## config.mk

```make
export PLATFORM = sky130hd
export DESIGN_NAME = mem_port_arbiter
export DESIGN_NICKNAME = d
export VERILOG_FILES = /design/src/rtl/mem_port_arbiter.sv
export SDC_FILE = /design/constraint.sdc
export NUM_CORES = 1
export LEC_CHECK = 0
export ABC_AREA = 0
export CAP_MARGIN = 20
export CORE_MARGIN = 2
export CORE_UTILIZATION = 41
export DETAILED_ROUTE_END_ITERATION = 7
export PLACE_DENSITY = 0.8
export SLEW_MARGIN = 10
export SYNTH_ARGS = -nofsm -noshare
export SYNTH_HDL_FRONTEND = slang
export SYNTH_SLANG_ARGS = --single-unit
```

## constraint.sdc

```tcl
create_clock -name clk -period 1.7 [get_ports clk]
set_input_delay 0.34 -clock clk [delete_from_list [all_inputs] [get_ports clk]]
set_output_delay 0.34 -clock clk [all_outputs]
set_load 0.01 [all_outputs]
```

## src/rtl/mem_port_arbiter.sv

```systemverilog
// Arbitrates a single-port unified memory between instruction fetch and the load/store unit.
// Optional IF anti-starvation counter enabled with `define ARB_STARVE_EN.
module mem_port_arbiter #(
  parameter int ADDR_W     = 32,
  parameter int DATA_W     = 32,
  parameter int MEM_LAT    = 1,
  parameter int STARVE_MAX = 4
) (
  input  logic                clk,
  input  logic                rst_n,
  input  logic                if_req,
  input  logic [ADDR_W-1:0]   if_addr,
  output logic                if_done,
  output logic [DATA_W-1:0]   if_rdata,
  output logic                if_stall,
  input  logic                lsu_req,
  input  logic                lsu_we,
  input  logic [ADDR_W-1:0]   lsu_addr,
  input  logic [DATA_W-1:0]   lsu_wdata,
  input  logic [DATA_W/8-1:0] lsu_bmask,
  output logic                lsu_done,
  output logic [DATA_W-1:0]   lsu_rdata,
  output logic                lsu_stall,
  output logic                mem_req,
  output logic                mem_we,
  output logic [ADDR_W-1:0]   mem_addr,
  output logic [DATA_W-1:0]   mem_wdata,
  output logic [DATA_W/8-1:0] mem_bmask,
  input  logic [DATA_W-1:0]   mem_rdata
);

  localparam int CNT_W = $clog2(MEM_LAT + 1);

  typedef enum logic [1:0] {IDLE, ISSUE, WAIT, DONE} state_t;

  state_t             state, state_next;
  logic               owner_lsu;
  logic               lat_we;
  logic [CNT_W-1:0]   lat_cnt;
  logic               grant_any;
  logic               grant_lsu;
  logic               force_if;

`ifdef ARB_STARVE_EN
  localparam int SW = ($clog2(STARVE_MAX + 1) > 3) ? $clog2(STARVE_MAX + 1) : 3;

  logic [SW-1:0] starve_cnt;

  assign force_if = if_req && (starve_cnt >= SW'(STARVE_MAX));

  // Counts back-to-back LSU wins that left a pending fetch waiting.
  always_ff @(posedge clk or negedge rst_n) begin
    if (!rst_n) begin
      starve_cnt <= '0;
    end else if (state == IDLE && grant_any) begin
      if (grant_lsu && if_req) starve_cnt <= starve_cnt + SW'(1);
      else                     starve_cnt <= '0;
    end
  end
`else
  assign force_if = 1'b0;
`endif

  assign grant_any = if_req | lsu_req;
  assign grant_lsu = lsu_req & ~force_if;

  assign if_stall  = if_req  & ~if_done;
  assign lsu_stall = lsu_req & ~lsu_done;

  always_comb begin
    state_next = state;
    case (state)
      IDLE:    if (grant_any) state_next = ISSUE;
      ISSUE:   state_next = lat_we ? DONE : WAIT;
      WAIT:    if (lat_cnt == CNT_W'(MEM_LAT)) state_next = DONE;
      DONE:    state_next = IDLE;
      default: state_next = IDLE;
    endcase
  end

  always_ff @(posedge clk or negedge rst_n) begin
    if (!rst_n) state <= IDLE;
    else        state <= state_next;
  end

  // Strobes default low each cycle so mem_req and the done pulses last exactly one cycle.
  always_ff @(posedge clk or negedge rst_n) begin
    if (!rst_n) begin
      owner_lsu <= 1'b0;
      lat_we    <= 1'b0;
      lat_cnt   <= '0;
      mem_req   <= 1'b0;
      mem_we    <= 1'b0;
      mem_addr  <= '0;
      mem_wdata <= '0;
      mem_bmask <= '0;
      if_done   <= 1'b0;
      if_rdata  <= '0;
      lsu_done  <= 1'b0;
      lsu_rdata <= '0;
    end else begin
      mem_req  <= 1'b0;
      mem_we   <= 1'b0;
      if_done  <= 1'b0;
      lsu_done <= 1'b0;
      case (state)
        IDLE: begin
          if (grant_any) begin
            owner_lsu <= grant_lsu;
            mem_req   <= 1'b1;
            if (grant_lsu) begin
              lat_we    <= lsu_we;
              mem_we    <= lsu_we;
              mem_addr  <= lsu_addr;
              mem_wdata <= lsu_we ? lsu_wdata : '0;
              mem_bmask <= lsu_we ? lsu_bmask : '0;
            end else begin
              lat_we    <= 1'b0;
              mem_addr  <= if_addr;
              mem_wdata <= '0;
              mem_bmask <= '0;
            end
          end
        end
        ISSUE: begin
          lat_cnt <= CNT_W'(1);
          if (lat_we) begin
            lsu_done  <= 1'b1;
            lsu_rdata <= '0;
          end
        end
        WAIT: begin
          if (lat_cnt == CNT_W'(MEM_LAT)) begin
            if (owner_lsu) begin
              lsu_rdata <= mem_rdata;
              lsu_done  <= 1'b1;
            end else begin
              if_rdata <= mem_rdata;
              if_done  <= 1'b1;
            end
          end else begin
            lat_cnt <= lat_cnt + CNT_W'(1);
          end
        end
        default: ;
      endcase
    end
  end

endmodule

```

==> results of run 1 <==
logic make-up after synthesis:
family	after synthesis
flops	141
buf+inv	65
fa+ha+maj	5
compound gates	76
simple gates	77
mux	98
through the flow:
stage / std cells / utilization / area (µm²) / setup WS [ps]
6_report: 935 / 0.684 / 9460 / 28.4
5_1_grt: 935 / 0.684 / 9460 / -6.32
4_1_cts: 931 / 0.674 / 9330 / 1.78
3_5_place_dp: 900 / 0.635 / 8780 / -123
3_3_place_gp: 900 / 0.635 / 8780 / -141
2_1_floorplan: 462 / - / 5790 / 156
flip-flops by register name (all words and copies together) (netlist names):
name       cells
lat_cnt        1
mem_wdata     32
lat_we         1
mem_req        1
state          2
mem_we         1
if_done        1
owner_lsu      1
lsu_done       1
lsu_rdata     32
mem_bmask      4
if_rdata      32
mem_addr      32
metal layers:
layer  part of all wire  GRT usage
met5                  0          0
met4              0.023     0.0912
met3              0.072     0.0609
met2               0.52      0.363
met1               0.39      0.235
repair_timing:
action | 4_1_cts | 5_1_grt
gates resized for setup | 8 | 29
hold endpoints to repair | 25 | 0
setup endpoints to repair | 38 | 86
gates cloned | 0 | 3
buffers inserted | 0 | 1
hold buffers | 1 | 0
synthesized netlist by cell type, drive strengths merged:
cell type  number  area, µm²
nor2            2       7.51
a21o            1       7.51
nor3b           1       7.51
mux2           33        372
nand3           1       5.00
nor2b           3       18.8
o21ai          33        169
inv            36        135
a2bb2oi         1       8.76
dfrtp         141       3530
buf            23        168
nand3b          1       11.3
ha              5       62.6
and3            1       6.26
a21boi          1       7.51
a211oi          1       7.51
clkbuf          6       22.5
a22o           37        324
or2             1       6.26
mux2i          65        651
nand2          67        251
a21oi           2       13.8
power groups by stage:
stage          sequential, W  clock [W]  combinational, W
2_1_floorplan        0.00640          0           0.00287
6_report             0.00579    0.00337           0.00783
3_3_place_gp         0.00574          0           0.00752
5_1_grt              0.00596    0.00359           0.00843
4_1_cts              0.00580    0.00345           0.00772
3_5_place_dp         0.00582          0           0.00772
layout make-up:
cell class,instances,area [µm²],area share
clock buffer,22,464,0.0491
sequential,141,3530,0.373
timing repair buffer,292,3070,0.325
tap,180,225,0.0238
clock inverter,8,68.8,0.00727
multi-input combinational,256,1970,0.208
inverter,36,135,0.0143
path summary, 6_finish.rpt:
path                                  to  slack (ps)  cells after the start
setup / recovery            mem_bmask[3]          30                      1
hold / removal               if_rdata[7]         370                      2
setup reg to reg           lsu_rdata[13]          50                      6
hold reg to reg             mem_addr[17]         480                      2
max in group asynchronous       state[1]         730                      3
min in group clk            mem_addr[17]         480                      2
==> results.sh, run 1 <==
export IMPL_initialDrtViolationCount=217
export IMPL_r2r_start="state[0]"
export IMPL_grt_max_degree=79
export IMPL_avgRoutedWirePerCell_um=17.0
export IMPL_grt_pass1_vias=4697
export IMPL_yosys_area_share_simple=0.0542
export IMPL_crit_start="mem_bmask[3]"
export IMPL_layout_drive_gt1_share=0.117
export IMPL_first_pass_iters=6
export IMPL_pwr_share_comb=0.461
export IMPL_gp_congestion=0.745
export IMPL_path_clk_slew_ps=60
export IMPL_synth_top_family_by_area="multiplexers"
export IMPL_final_common_cell="clkdlybuf4s50_1"
export IMPL_tightestPinTransition_ps=283
export IMPL_relSlewSlack=0.806
export IMPL_critPathKind="reg2out"
export IMPL_viasPerCell=4.84
export IMPL_num_vias=4529
export IMPL_critPathLaunchType="flip-flop"
export IMPL_synthAdderAreaFrac=0.0108
export IMPL_cts_tree="built"
export IMPL_required_ps=1360
export IMPL_slowest_stage="clkdlybuf4s50_1"
export IMPL_h_tree_depth=4
export IMPL_p_switching_w=0.00552
export IMPL_fillCellCount=987
export IMPL_p_clk_frac=0.198
export IMPL_swShare=0.325
export IMPL_rows=43
export IMPL_p_total_w=0.0170
export IMPL_grt_pass1_wl_um=23800
export IMPL_power_leakage_nw=4.52
export IMPL_synthXorXnorAreaFrac=0
export IMPL_grt_overflow_total=0
export IMPL_drcViolationCount=0
export IMPL_cts_sinks=141
export IMPL_fp_dieW_um=123
export IMPL_root_buffer="clkbuf_16"
export IMPL_p_int_w=0.0115
export IMPL_synth_warnings=0
export IMPL_cap_violations=0
export IMPL_status="finished, final reports clean"
export IMPL_port_buffers=274
export IMPL_power_frac_seq=0.341
export IMPL_crit_arrival_ps=1330
export IMPL_endpoint_kind="output port"
export IMPL_syn_nets=604
export IMPL_layout_min_cycle_time_ps=1670
export IMPL_drv_slew=0
export IMPL_cp_cell_sequence="clkdlybuf4s50_1"
export IMPL_insertion_delay_ps=410
export IMPL_coreArea_mm2=0.0138
export IMPL_final_cell_mix="clkdlybuf4s50_1, dfrtp_1, nand2_1"
export IMPL_syn_inst=462
export IMPL_ys_ff_latch=141
export IMPL_cpPeakStageDelay_ps=550
export IMPL_hold_class="in2async"
export IMPL_skew_ps=6.06
export IMPL_io_pins=275
export IMPL_finalSetupViolCount=0
export IMPL_critPathMaxFanout=2
export IMPL_crit_family="buffers and inverters"
export IMPL_dp_hpwl_um=11500
export IMPL_grt_usage=0.208
export IMPL_n_antenna_cell=0
export IMPL_ys_types=26
export IMPL_syn_area_mm2=0.00579
export IMPL_ctsLongestPathBuffers=2
export IMPL_die_h_um=123
export IMPL_hold_viol_final=0
export IMPL_cts_buffers=17
export IMPL_postSynthAreaPerCell_um2=12.5
export IMPL_irDropWorstVdd_uv=883
export IMPL_fin_nets=886
export IMPL_drtAntennaViolNets=0
export IMPL_finalCritPeriodShare=0.983
export IMPL_setup_tns_ps=0
export IMPL_max_freq_mhz=598
export IMPL_area_growth_pct=63.4
export IMPL_synth_compound_area_frac=0.0929
export IMPL_whs_ps=372
export IMPL_cellPowerDensity_mw_per_mm2=1800
export IMPL_grt_antenna_before_repair=0
export IMPL_synth_seq_area_share=0.609
export IMPL_die_area_mm2=0.0151
export IMPL_start_util=0.419
export IMPL_synthMuxAreaShare=0.177
export IMPL_cp_num_buf_inv=1
export IMPL_wirelength_um=15900
No activity file was read; power rests on OpenSTA's default activity.
==> run 2, diff against run 1 <==
--- a/config.mk
+++ b/config.mk
@@ -5,12 +5,12 @@
 export SDC_FILE = /design/constraint.sdc
 export NUM_CORES = 1
 export LEC_CHECK = 0
-export ABC_AREA = 0
-export CAP_MARGIN = 20
+export ABC_AREA = 1
+export CORE_ASPECT_RATIO = 0.8
 export CORE_MARGIN = 2
-export CORE_UTILIZATION = 41
+export CORE_UTILIZATION = 42
 export DETAILED_ROUTE_END_ITERATION = 7
-export PLACE_DENSITY = 0.8
+export PLACE_DENSITY = 0.81
 export SLEW_MARGIN = 10
 export SYNTH_ARGS = -nofsm -noshare
 export SYNTH_HDL_FRONTEND = slang
==> run 2 against run 1 <==
  * Sequential cell count unchanged
  * Clock-buffer cell count up 2
  * Die area up 3.7%
  * Sequential share of layout area down 1.3 points
  * Final cell count up 34%
  * Critical path type unchanged
  * Critical endpoint is now lsu_rdata[22]
  * Largest cell class unchanged
  * Highest routed layer unchanged
==> results.sh, run 2 <==
export IMPL_synth_edf_count=0
export IMPL_layout_min_cycle_time_ps=1670
export IMPL_crit_arrival_ps=1330
export IMPL_port_buffers=274
export IMPL_cp_cell_sequence="clkdlybuf4s50_1"
export IMPL_swShare=0.360
export IMPL_max_freq_mhz=599
export IMPL_status="finished, final reports clean"
export IMPL_finalSetupViolCount=0
export IMPL_cap_violations=0
export IMPL_ctsLongestPathBuffers=2
export IMPL_grt_antenna_before_repair=0
export IMPL_busiest_layer="met2"
export IMPL_finalCritPeriodShare=0.982
export IMPL_dp_hpwl_um=12400
export IMPL_synth_seq_area_share=0.573
export IMPL_drv_slew=0
export IMPL_cts_sinks=141
export IMPL_viasPerCell=4.63
export IMPL_grt_usage=0.232
export IMPL_drcViolationCount=0
export IMPL_grt_util_met2=0.381
export IMPL_synth_warnings=0
export IMPL_layout_drive_gt1_share=0.0533
export IMPL_grt_overflow_total=0
export IMPL_crit_family="buffers and inverters"
export IMPL_n_antenna_cell=0
export IMPL_postSynth_asyncResetShare=1.00
export IMPL_critPathLaunchType="flip-flop"
export IMPL_h_tree_depth=4
export IMPL_drtAntennaViolNets=0
export IMPL_coreArea_mm2=0.0143
export IMPL_synthFlopType="dfrtp_1"
export IMPL_synth_top_area_share=0.573
export IMPL_cts_tree="built"
export IMPL_cp_num_buf_inv=1
export IMPL_pwr_share_comb=0.464
export IMPL_final_common_cell="nand2_1"
export IMPL_syn_nets=923
export IMPL_final_util=0.686
export IMPL_grt_pass1_wl_um=29000
export IMPL_hold_class="in2async"
export IMPL_regArea_mm2=0.00353
export IMPL_stdcell_count=1254
export IMPL_fillCellCount=1150
export IMPL_fin_nets=1201
export IMPL_area_growth_pct=59.4
export IMPL_final_cell_mix="nand2_1, clkdlybuf4s50_1, dfrtp_1"
export IMPL_postLayoutCellArea_mm2=0.00981
export IMPL_grt_max_degree=43
export IMPL_grtUsageMet1=0.301
export IMPL_tightestPinTransition_ps=425
export IMPL_cpPeakStageDelay_ps=550
export IMPL_root_buffer="clkbuf_16"
export IMPL_wirelength_um=17600
export IMPL_critPathKind="reg2out"
export IMPL_worst_slack_ps=30.9
export IMPL_syn_area_mm2=0.00615
export IMPL_slowest_stage="clkdlybuf4s50_1"
export IMPL_gp_congestion=0.783
export IMPL_num_vias=5802
export IMPL_synth_most_common_cell="nand2_1"
export IMPL_die_area_mm2=0.0156
export IMPL_syn_inst=781
export IMPL_yosys_area_top_type="dfrtp_1"
export IMPL_first_pass_iters=7
export IMPL_die_h_um=112
export IMPL_placed_cell_area_mm2=0.00915
export IMPL_grt_pass1_vias=5657
export IMPL_use_met3=0.0700
export IMPL_cts_setup_buffers=0
export IMPL_ys_types=19
export IMPL_cellPowerDensity_mw_per_mm2=1810
export IMPL_fp_dieW_um=139
export IMPL_synthTopCellsByCount="nand2_1, dfrtp_1, inv_1, nand3_1, buf_2"
export IMPL_synth_area_leaders="dfrtp_1, nand2_1, nand3_1"
export IMPL_postSynthAreaPerCell_um2=7.88
export IMPL_p_switching_w=0.00640
export IMPL_power_leakage_nw=5.59
export IMPL_pre_cts_slack_ps=-183
export IMPL_skew_ps=7.52
export IMPL_hold_viol_final=0
export IMPL_placed_cells=1223
export IMPL_ys_ff_latch=141
export IMPL_avgRoutedWirePerCell_um=14.0
export IMPL_required_ps=1360
export IMPL_endpoint_kind="output port"
export IMPL_io_pins=275
export IMPL_insertion_delay_ps=410
export IMPL_p_int_w=0.0114
export IMPL_irDropWorstVdd_uv=1040
export IMPL_start_util=0.430
export IMPL_rows=39
export IMPL_initialDrtViolationCount=407
export IMPL_path_clk_slew_ps=50
export IMPL_relSlewSlack=0.716
export IMPL_multi_input_area_mm2=0.00221
export IMPL_power_frac_seq=0.332
export IMPL_p_clk_frac=0.204
export IMPL_cts_buffers=17
export IMPL_critPathMaxFanout=2
## run 2: final cells by class
cell class	instances	area share
clock inverters	6	0.00867
repair buffers	298	0.316
inverters	44	0.0171
well taps	184	0.0235
flip-flops and latches	141	0.360
multi-input cells	557	0.225
clock buffers	24	0.0501
## run 2: timing repair
item / 4_1_cts / 5_1_grt
resized for setup: 11 / 33
pin swaps: 0 / 0
endpoints found under the hold margin: 38 / 0
setup endpoints to repair: 11 / 55
hold buffers: 1 / 0
## run 2: final timing paths
kind | startpoint | to | slack [ps] | cells past startpoint
setup / recovery | lsu_rdata[22] | lsu_rdata[22] | 30 | 1
hold / removal | rst_n | lsu_rdata[5] | 420 | 2
setup reg to reg | state[0] | lsu_rdata[10] | 170 | 8
hold reg to reg | lsu_rdata[3] | lsu_rdata[3] | 460 | 2
max in group asynchronous | rst_n | mem_addr[24] | 660 | 3
min in group clk | lsu_rdata[3] | lsu_rdata[3] | 460 | 2
## run 2: metal layers
layer	share of wire	up-vias
met1	0.43	2682
met2	0.48	221
met5	0	-
li1	-	2884
met4	0.013	0
met3	0.076	15
## run 2: power by group through the flow
stage                     Sequential [W]  Clock, W  Combinational, W
after CTS                        0.00591   0.00370           0.00841
after global placement           0.00588         0           0.00828
final                            0.00591   0.00362           0.00824
after detailed placement         0.00591         0           0.00847
after global routing             0.00611   0.00385           0.00903
after floorplan                  0.00661         0           0.00306
## run 2: per-stage QoR
step,hold slack (ps),total power [W],TNS (ps)
after detailed placement,291,0.0144,-1990
final,424,0.0178,0
after global placement,289,0.0142,-776
after global routing,465,0.0190,-11.2
after CTS,429,0.0180,0
after floorplan,44.4,0.00967,0
## run 2: cell families after synthesis
logic type	count (synthesis)	synth area share
compound gates	6	0.00773
fa+ha+maj	5	0.0102
buf+inv	83	0.0679
flops	141	0.573
simple gates	546	0.341
==> run 3, diff against run 2 <==
--- a/config.mk
+++ b/config.mk
@@ -5,12 +5,11 @@
 export SDC_FILE = /design/constraint.sdc
 export NUM_CORES = 1
 export LEC_CHECK = 0
-export ABC_AREA = 1
 export CORE_ASPECT_RATIO = 0.8
 export CORE_MARGIN = 2
-export CORE_UTILIZATION = 42
+export CORE_UTILIZATION = 41
 export DETAILED_ROUTE_END_ITERATION = 7
-export PLACE_DENSITY = 0.81
+export PLACE_DENSITY = 0.8
 export SLEW_MARGIN = 10
 export SYNTH_ARGS = -nofsm -noshare
 export SYNTH_HDL_FRONTEND = slang
==> constraint.sdc (replaced) <==
create_clock -name clk -period 1.7 [get_ports clk]
set_input_delay 0.34 -clock clk [delete_from_list [all_inputs] [get_ports clk]]
set_output_delay 0.34 -clock clk [all_outputs]
set_load 0.005 [all_outputs]
==> run 3 against run 2 <==
  * Final cell count down 25%
  * Global-route usage down 2.2 points
  * Sequential share of layout area increased by 1.1 points
  * Register-to-register slack got worse by 70 ps
  * Total power shrank 3.4%
  * Combinational power shrank 10%
  * Utilization up 0.88 points
  * First-iteration DRC count is 38% lower
  * Non-clock buffer count is 6 lower
  * Critical path type unchanged
==> results.sh, run 3 (synthesis results as in run 1) <==
export IMPL_status="finished, final reports clean"
export IMPL_cts_sinks=141
export IMPL_first_pass_iters=4
export IMPL_worst_slack_ps=51.1
export IMPL_root_buffer="clkbuf_16"
export IMPL_cpPeakStageDelay_ps=550
export IMPL_n_antenna_cell=0
export IMPL_regArea_mm2=0.00353
export IMPL_r2r_start="state[0]"
export IMPL_area_growth_pct=64.3
export IMPL_power_leakage_nw=4.24
export IMPL_drv_slew=0
export IMPL_coreArea_mm2=0.0137
export IMPL_final_common_cell="clkdlybuf4s50_1"
export IMPL_fin_nets=886
export IMPL_min_from="lsu_req"
export IMPL_placed_cells=901
export IMPL_num_vias=4549
export IMPL_cellPowerDensity_mw_per_mm2=1800
export IMPL_start_util=0.423
export IMPL_drtAntennaViolNets=0
export IMPL_cts_tree="built"
export IMPL_layout_drive_gt1_share=0.120
export IMPL_crit_family="buffers and inverters"
export IMPL_finalCritPeriodShare=0.970
export IMPL_p_total_w=0.0172
export IMPL_irDropWorstVdd_uv=1160
export IMPL_wirelength_um=15800
export IMPL_max_freq_mhz=606
export IMPL_pre_cts_slack_ps=-158
export IMPL_finalSetupViolCount=0
export IMPL_critPathLaunchType="flip-flop"
export IMPL_critPathKind="reg2out"
export IMPL_cp_cell_sequence="clkdlybuf4s50_1"
export IMPL_skew_ps=5.98
export IMPL_layout_min_cycle_time_ps=1650
export IMPL_final_cell_mix="clkdlybuf4s50_1, dfrtp_1, nand2_1"
export IMPL_critPathMaxFanout=2
export IMPL_grt_antenna_before_repair=0
export IMPL_stdcell_count=936
export IMPL_fillCellCount=972
export IMPL_io_pins=275
export IMPL_die_area_mm2=0.0151
export IMPL_tightestPinTransition_ps=527
export IMPL_required_ps=1360
export IMPL_die_h_um=110
export IMPL_crit_start="mem_wdata[26]"
export IMPL_grt_max_degree=53
export IMPL_viasPerCell=4.86
export IMPL_dp_hpwl_um=11400
export IMPL_ctsLongestPathBuffers=2
export IMPL_gp_congestion=0.741
export IMPL_rows=38
export IMPL_hold_viol_final=0
export IMPL_h_tree_depth=4
export IMPL_cts_buffers=17
export IMPL_final_util=0.695
export IMPL_relSlewSlack=0.649
export IMPL_crit_arrival_ps=1310
export IMPL_port_buffers=274
export IMPL_grt_usage=0.210
export IMPL_drcViolationCount=0
export IMPL_initialDrtViolationCount=251
export IMPL_grt_pass1_vias=4739
export IMPL_slowest_stage="clkdlybuf4s50_1"
export IMPL_insertion_delay_ps=410
export IMPL_avgRoutedWirePerCell_um=16.9
export IMPL_grt_pass1_wl_um=24200
export IMPL_hold_class="in2reg"
export IMPL_cp_num_buf_inv=1
export IMPL_multi_input_area_mm2=0.00197
export IMPL_path_clk_slew_ps=50
export IMPL_grt_overflow_total=0
export IMPL_cap_violations=0
export IMPL_fp_dieW_um=137
export IMPL_endpoint_kind="output port"
export IMPL_setup_tns_ps=0
==> run 3: cell count changes in the layout (fill, tap and decap cells not counted), moves of 7 or more <==
| cell | before | now |
|---|---|---|
| nand2_1 | 506 | 67 |
| clkdlybuf4s50_1 | 233 | 266 |
| o21ai_0 | 2 | 32 |
| nand3_1 | 36 | 1 |
| dlygate4sd2_1 | 11 | 4 |
| mux2i_1 | 0 | 64 |
| mux2_2 | 0 | 33 |
| a22o_1 | 0 | 37 |
| dlymetal6s2s_1 | 29 | 2 |
==> run 3: layer usage <==
metal / up-vias / part of all wire / global-route usage
li1: 2135 / - / -
met1: 2228 / 0.40 / 0.244
met2: 170 / 0.51 / 0.369
met3: 16 / 0.081 / 0.0713
met4: 0 / 0.012 / 0.0626
met5: - / 0 / 0
==> run 3: what timing repair did <==
item                                   CTS  global route
gates resized for setup                  6             7
setup endpoints to repair               36            51
cloned                                   1             0
buffers inserted                         0             2
endpoints found under the hold margin   27             0
hold buffers                             1             0
==> run 3: worst paths after layout <==
kind                                       to  cells past startpoint  slack [ps]
min in group asynchronous        lsu_rdata[1]                      2         380
worst max register to register  lsu_rdata[29]                      7         100
worst min-delay path                owner_lsu                      2         300
max in group asynchronous        mem_bmask[0]                      3         750
worst max-delay path            mem_wdata[26]                      1          50
worst min register to register   mem_addr[28]                      2         480
==> run 3: layout make-up <==
type                    count  area share
flip-flops and latches    141       0.371
repair buffers            292       0.316
multi-input cells         256       0.207
clock buffers              20      0.0480
well taps                 180      0.0237
clock inverters            11      0.0200
inverters                  36      0.0142
==> run 3: power breakdown <==
group / internal (W) / switching (W)
Clock: 0.00267 / 0.00135
Sequential: 0.00490 / 0.000840
Combinational: 0.00460 / 0.00280
Total: 0.0122 / 0.00499
==> run 3: metrics by stage <==
stage / instance area, µm² / hold slack [ps]
6_report: 9510 / 302
4_1_cts: 9470 / 278
3_3_place_gp: 8780 / 233
5_1_grt: 9510 / 291
2_1_floorplan: 5790 / 44.4
3_5_place_dp: 8780 / 237
